### config.mk
export PLATFORM = sky130hd
export DESIGN_NAME = mdio_sched_flat
export DESIGN_NICKNAME = d
export VERILOG_FILES = /design/src/rtl/mdio_sched_if.sv /design/src/rtl/mdio_sched.sv /design/src/flat_wrapper.sv
export SDC_FILE = /design/constraint.sdc
export NUM_CORES = 1
export LEC_CHECK = 0
export BUFFER_PORTS_ARGS = -buffer_cell sky130_fd_sc_hd__buf_2
export CAP_MARGIN = 10
export CORE_MARGIN = 10
export CORE_UTILIZATION = 47
export DETAILED_ROUTE_END_ITERATION = 7
export PLACE_DENSITY = 0.84
export SYNTH_ARGS = -nofsm -noshare
export SYNTH_HDL_FRONTEND = slang
export SYNTH_SLANG_ARGS = --single-unit
### constraint.sdc
create_clock -name mdc -period 3.4 [get_ports mdc]
set_input_delay 0.51 -clock mdc [delete_from_list [all_inputs] [get_ports mdc]]
set_output_delay 0.51 -clock mdc [all_outputs]
set_load 0.02 [all_outputs]
### src/rtl/mdio_sched_if.sv
// Bundles the host request/ack bus and the MDIO engine control bus of mdio_sched.
// slave = the scheduler's view; master = whoever drives the host and engine sides.
interface mdio_sched_if;
  // Host side
  logic        req;
  logic        req_rw;
  logic [4:0]  req_phy;
  logic [4:0]  req_reg;
  logic [15:0] req_wdata;
  logic        ack;
  logic [15:0] rdata;
  logic        busy;
  logic        link_up;
  logic        link_chg;
  // Engine side
  logic        m_start;
  logic        m_rw;
  logic [4:0]  m_phy;
  logic [4:0]  m_reg;
  logic [15:0] m_wdata;
  logic [15:0] m_rdata;
  logic        m_done;

  modport slave (
    input  req, req_rw, req_phy, req_reg, req_wdata, m_rdata, m_done,
    output ack, rdata, busy, link_up, link_chg,
           m_start, m_rw, m_phy, m_reg, m_wdata
  );

  modport master (
    output req, req_rw, req_phy, req_reg, req_wdata, m_rdata, m_done,
    input  ack, rdata, busy, link_up, link_chg,
           m_start, m_rw, m_phy, m_reg, m_wdata
  );
endinterface

### src/rtl/mdio_sched.sv
// MDIO scheduler: serialises host PHY register requests with a periodic link poll.
// Define MDIO_SCHED_POLL_EN to build the poll timer, POLL state and link_up/link_chg.
module mdio_sched #(
  parameter logic [15:0] POLL_DIV = 16'd50000,
  parameter logic [4:0]  POLL_PHY = 5'd1,
  parameter logic [4:0]  POLL_REG = 5'd1,
  parameter int          LINK_BIT = 2
) (
  input  logic        mdc,
  input  logic        rst,
  mdio_sched_if.slave bus
);

  typedef enum logic [1:0] {S_IDLE, S_HOST, S_POLL, S_GAP} state_e;

  state_e      state_q;
  logic        m_start_q;
  logic        m_rw_q;
  logic [4:0]  m_phy_q;
  logic [4:0]  m_reg_q;
  logic [15:0] m_wdata_q;
  logic [15:0] rdata_q;
  logic        ack_q;
  logic        busy_q;

`ifdef MDIO_SCHED_POLL_EN
  logic [15:0] poll_cnt_q;
  logic [15:0] poll_cnt_d;
  logic        poll_exp;
  logic        poll_pend_q;
  logic        link_up_q;
  logic        link_chg_q;
  logic        link_new;

  always_comb begin
    // NOTE: every always_comb output is given a default first so no latch is inferred.
    poll_exp   = (poll_cnt_q == 16'd0);
    poll_cnt_d = poll_cnt_q - 16'd1;
    if (poll_exp) begin
      poll_cnt_d = POLL_DIV - 16'd1;
    end
  end

  assign link_new = bus.m_rdata[LINK_BIT];

  always_ff @(posedge mdc) begin
    if (rst) begin
      poll_cnt_q <= POLL_DIV - 16'd1;
    end else begin
      poll_cnt_q <= poll_cnt_d;
    end
  end
`endif

  // NOTE: state registers use non-blocking assignments only, so every branch reads pre-edge values.
  always_ff @(posedge mdc) begin
    if (rst) begin
      state_q     <= S_IDLE;
      m_start_q   <= 1'b0;
      m_rw_q      <= 1'b0;
      m_phy_q     <= 5'd0;
      m_reg_q     <= 5'd0;
      m_wdata_q   <= 16'd0;
      rdata_q     <= 16'd0;
      ack_q       <= 1'b0;
      busy_q      <= 1'b0;
`ifdef MDIO_SCHED_POLL_EN
      poll_pend_q <= 1'b0;
      link_up_q   <= 1'b0;
      link_chg_q  <= 1'b0;
`endif
    end else begin
      ack_q      <= 1'b0;
`ifdef MDIO_SCHED_POLL_EN
      link_chg_q <= 1'b0;
`endif
      case (state_q)
        S_IDLE: begin
          if (bus.req) begin
            m_rw_q    <= bus.req_rw;
            m_phy_q   <= bus.req_phy;
            m_reg_q   <= bus.req_reg;
            m_wdata_q <= bus.req_wdata;
            m_start_q <= 1'b1;
            busy_q    <= 1'b1;
            state_q   <= S_HOST;
          end
`ifdef MDIO_SCHED_POLL_EN
          else if (poll_pend_q) begin
            m_rw_q      <= 1'b0;
            m_phy_q     <= POLL_PHY;
            m_reg_q     <= POLL_REG;
            m_start_q   <= 1'b1;
            poll_pend_q <= 1'b0;
            busy_q      <= 1'b1;
            state_q     <= S_POLL;
          end
`endif
        end
        S_HOST: begin
          if (bus.m_done) begin
            m_start_q <= 1'b0;
            ack_q     <= 1'b1;
            if (!m_rw_q) begin
              rdata_q <= bus.m_rdata;
            end
            state_q   <= S_GAP;
          end
        end
`ifdef MDIO_SCHED_POLL_EN
        S_POLL: begin
          if (bus.m_done) begin
            m_start_q  <= 1'b0;
            link_up_q  <= link_new;
            link_chg_q <= (link_new != link_up_q);
            state_q    <= S_GAP;
          end
        end
`endif
        S_GAP: begin
          busy_q  <= 1'b0;
          state_q <= S_IDLE;
        end
        default: begin
          m_start_q <= 1'b0;
          busy_q    <= 1'b0;
          state_q   <= S_IDLE;
        end
      endcase
`ifdef MDIO_SCHED_POLL_EN
      // Placed after the case so an expiry on the launch edge stays pending.
      if (poll_exp) begin
        poll_pend_q <= 1'b1;
      end
`endif
    end
  end

  assign bus.m_start = m_start_q;
  assign bus.m_rw    = m_rw_q;
  assign bus.m_phy   = m_phy_q;
  assign bus.m_reg   = m_reg_q;
  assign bus.m_wdata = m_wdata_q;
  assign bus.rdata   = rdata_q;
  assign bus.ack     = ack_q;
  assign bus.busy    = busy_q;
`ifdef MDIO_SCHED_POLL_EN
  assign bus.link_up  = link_up_q;
  assign bus.link_chg = link_chg_q;
`else
  assign bus.link_up  = 1'b0;
  assign bus.link_chg = 1'b0;
`endif

endmodule

### src/flat_wrapper.sv
// flat-port wrapper written by rule: the top's interface ports become plain ports
module mdio_sched_flat 
#(
  parameter logic [15:0] POLL_DIV = 16'd50000,
  parameter logic [4:0]  POLL_PHY = 5'd1,
  parameter logic [4:0]  POLL_REG = 5'd1,
  parameter int          LINK_BIT = 2
)
  (mdc, rst, bus_req, bus_req_rw, bus_req_phy, bus_req_reg, bus_req_wdata, bus_m_rdata, bus_m_done, bus_ack, bus_rdata, bus_busy, bus_link_up, bus_link_chg, bus_m_start, bus_m_rw, bus_m_phy, bus_m_reg, bus_m_wdata);
  mdio_sched_if bus_i ();
  input  logic mdc;
  input  logic rst;
  input wire logic [$bits(bus_i.req)-1:0] bus_req;
  input wire logic [$bits(bus_i.req_rw)-1:0] bus_req_rw;
  input wire logic [$bits(bus_i.req_phy)-1:0] bus_req_phy;
  input wire logic [$bits(bus_i.req_reg)-1:0] bus_req_reg;
  input wire logic [$bits(bus_i.req_wdata)-1:0] bus_req_wdata;
  input wire logic [$bits(bus_i.m_rdata)-1:0] bus_m_rdata;
  input wire logic [$bits(bus_i.m_done)-1:0] bus_m_done;
  output wire logic [$bits(bus_i.ack)-1:0] bus_ack;
  output wire logic [$bits(bus_i.rdata)-1:0] bus_rdata;
  output wire logic [$bits(bus_i.busy)-1:0] bus_busy;
  output wire logic [$bits(bus_i.link_up)-1:0] bus_link_up;
  output wire logic [$bits(bus_i.link_chg)-1:0] bus_link_chg;
  output wire logic [$bits(bus_i.m_start)-1:0] bus_m_start;
  output wire logic [$bits(bus_i.m_rw)-1:0] bus_m_rw;
  output wire logic [$bits(bus_i.m_phy)-1:0] bus_m_phy;
  output wire logic [$bits(bus_i.m_reg)-1:0] bus_m_reg;
  output wire logic [$bits(bus_i.m_wdata)-1:0] bus_m_wdata;
  assign bus_i.req = bus_req;
  assign bus_i.req_rw = bus_req_rw;
  assign bus_i.req_phy = bus_req_phy;
  assign bus_i.req_reg = bus_req_reg;
  assign bus_i.req_wdata = bus_req_wdata;
  assign bus_i.m_rdata = bus_m_rdata;
  assign bus_i.m_done = bus_m_done;
  assign bus_ack = bus_i.ack;
  assign bus_rdata = bus_i.rdata;
  assign bus_busy = bus_i.busy;
  assign bus_link_up = bus_i.link_up;
  assign bus_link_chg = bus_i.link_chg;
  assign bus_m_start = bus_i.m_start;
  assign bus_m_rw = bus_i.m_rw;
  assign bus_m_phy = bus_i.m_phy;
  assign bus_m_reg = bus_i.m_reg;
  assign bus_m_wdata = bus_i.m_wdata;
  mdio_sched #(.POLL_DIV(POLL_DIV), .POLL_PHY(POLL_PHY), .POLL_REG(POLL_REG), .LINK_BIT(LINK_BIT)) u_core (.mdc(mdc), .rst(rst), .bus(bus_i));
endmodule
==> impl_metrics.tcl <==
set metrics [dict create \
    status "completed" \
    rsz0062_at_grt "false" \
    fin_worst_skew_ns 0.00993 \
    yosys.area.top_type "dfxtp_1" \
    diodes 0 \
    yosysUniqueCellTypes 19 \
    cts_tree "done" \
    clock_latency_ns 0.31 \
    synth-seq-cells 48 \
    fmax_mhz 600 \
    synthesis.instances 211 \
    first_global_vias 1501 \
    place.port_buffers 92 \
    tns_ns 0 \
    die_height_um 80.9 \
    cap_violations 0 \
    post-route-drc-count 0 \
    fin_nets 341 \
    ant_nets 0 \
    vias 1623 \
    drv_slew 0 \
    hpwl_um 3330 \
    pwr-share-seq 0.507 \
    syn_area_sq_mm 0.00174 \
    synth_edf_count 0 \
    timing.slew.headroom 0.329 \
    hold_class "input port to flop" \
    path_max_fanout 27 \
    dieArea_sq_mm 0.00654 \
    synth_ff_type "dfxtp_1" \
    ys_seq_area_frac 0.552 \
    clock-sinks 48 \
    cts.repair.resized 0 \
    ir_drop_mv 0.446 \
    fill_cells 342 \
    period_share 0.490 \
    netSwitchingFraction 0.256 \
    cts.hold.buffers_added 0 \
    start_util 0.479 \
    num_rows 22 \
    antenna_found_initial 0 \
    dr.pass1.iters 4 \
    num_io_pins 95 \
    routedWlPerCell_um 13.1 \
    regArea_sq_um 961 \
    total_power_w 0.00120 \
    p_clk_frac 0.354 \
    grt_max_degree 49 \
    critPathKind "flop to flop" \
    async_reset_ff_frac 0 \
    area_growth_syn_to_layout_pct 29.7 \
    crit_path_start_kind "flop" \
    cts_setup_buffers 0 \
    gp_congestion 0.740 \
    grt_overflow_total 0 \
    coreArea_sq_mm 0.00363 \
    p_int_w 0.000894 \
    pwr_density_cell_mw_per_mm2 532 \
    p_switching_w 0.000308 \
    min_period_ns 1.67 \
    end_kind "flop" \
    clk_pin_slew_ns 0.09 \
    ctsRootBufferMaster "clkbuf_8" \
    avgViaCountPerCell 4.73 \
    synth_area_leaders "dfxtp_1, nand2_1, a21oi_1, buf_6, buf_4" \
    wl_um 4490 \
    clockBufferDepth 2 \
    synth_top_area_frac 0.552 \
    required_ns 3.63 \
    tightest_slew_ns 1.01 \
    share_comb_of_total_power 0.139 \
    grt_usage 0.131 \
    die_w_um 80.9 \
    ys_warn_count 0 \
    synth_common_cells "nand2_1, dfxtp_1, a21oi_1, clkbuf_1" \
    setup_viol 0 \
    cts_buffers 5 \
    multi_input_area_sq_um 653 \
    hold_violations 0 \
    yosys.cell_count.top_type "nand2_1" \
    drt_iter0_drc 90 \
    critPathArrivalTime_ns 1.89 \
    h-tree-depth 2 \
    grt_pass1_wl_um 6780 \
    synth.avg_cell_area_sq_um 8.25 \
    drive_gt1_frac 0.342 \
    p_leak_nw 1.07 \
]
-- cell usage in the layout (no fill, tap or decap) --
| cell | instances |
|---|---|
| a2111oi_0 | 1 |
| a21oi_1 | 45 |
| and4bb_1 | 1 |
| buf_2 | 92 |
| bufinv_16 | 1 |
| clkbuf_8 | 6 |
| clkinv_4 | 1 |
| conb_1 | 2 |
| dfxtp_1 | 48 |
| inv_1 | 1 |
| nand2_1 | 87 |
| nand2b_1 | 1 |
| nand4bb_1 | 1 |
| nor2_1 | 2 |
| nor3_1 | 4 |
| nor3b_4 | 1 |
| or3b_1 | 1 |
-- area by class of cell --
type,instances,area share
Sequential cell,48,0.425
Multi-Input combinational cell,146,0.289
Timing Repair Buffer,92,0.204
Clock buffer,6,0.0365
Tap cell,48,0.0266
Clock inverter,2,0.0172
Inverter,1,0.00166
-- critical path, cell delays in order, from the launching register on --
cell and delay (ns):
dfxtp_1 0.51, or3b_1 0.76, nand2_1 0.14, a21oi_1 0.18
-- cell families (layout without fill, tap and decap cells) --
logic type | Yosys count | after routing | synth area share
AND/OR/NAND/NOR | 98 | 98 | 0.236
flip-flops | 48 | 48 | 0.552
AO/OA/AOI/OAI | 46 | 46 | 0.134
buffers and inverters | 18 | 101 | 0.0754
other | 1 | 2 | 0.00215
-- through the flow --
stage | cell area (sq um) | hold WS, ns | setup slack [ns] | utilization | instances
after floorplan | 1750 | 0.522 | 2.04 | - | 212
after global placement | 2140 | 0.438 | 1.55 | 0.588 | 335
after detailed placement | 2140 | 0.443 | 1.52 | 0.588 | 335
after CTS | 2260 | 0.423 | 1.71 | 0.622 | 343
after global routing | 2260 | 0.424 | 1.56 | 0.622 | 343
final | 2260 | 0.428 | 1.73 | 0.622 | 343
-- power by group through the flow --
stage | Combinational [W] | Sequential, W | Clock (W)
floorplan | 0.0000783 | 0.000658 | 0
global placement | 0.000167 | 0.000621 | 0
detailed placement | 0.000170 | 0.000623 | 0
CTS | 0.000170 | 0.000609 | 0.000436
global route | 0.000186 | 0.000613 | 0.000457
finish | 0.000167 | 0.000609 | 0.000425
-- path summary, 6_finish.rpt --
check | startpoint | end | slack [ns] | depth (start not counted)
setup reg to reg | u_core.state_q[1] | u_core.bus.m_wdata[15] | 1.73 | 3
hold / removal | bus_m_rdata[1] | u_core.bus.rdata[1] | 0.43 | 3
setup / recovery | u_core.state_q[1] | u_core.bus.m_wdata[15] | 1.73 | 3
hold reg to reg | u_core.bus.rdata[5] | u_core.bus.rdata[5] | 0.45 | 2
-- per-layer routing --
metal / wire length (um) / up-vias / GRT usage
met5: 0 / - / 0
met3: 588 / 8 / 0.0684
li1: - / 838 / -
met2: 1940 / 64 / 0.197
met4: 88 / 0 / 0.0675
met1: 1870 / 713 / 0.149
Note: power is estimated with default switching activity, not from simulation.
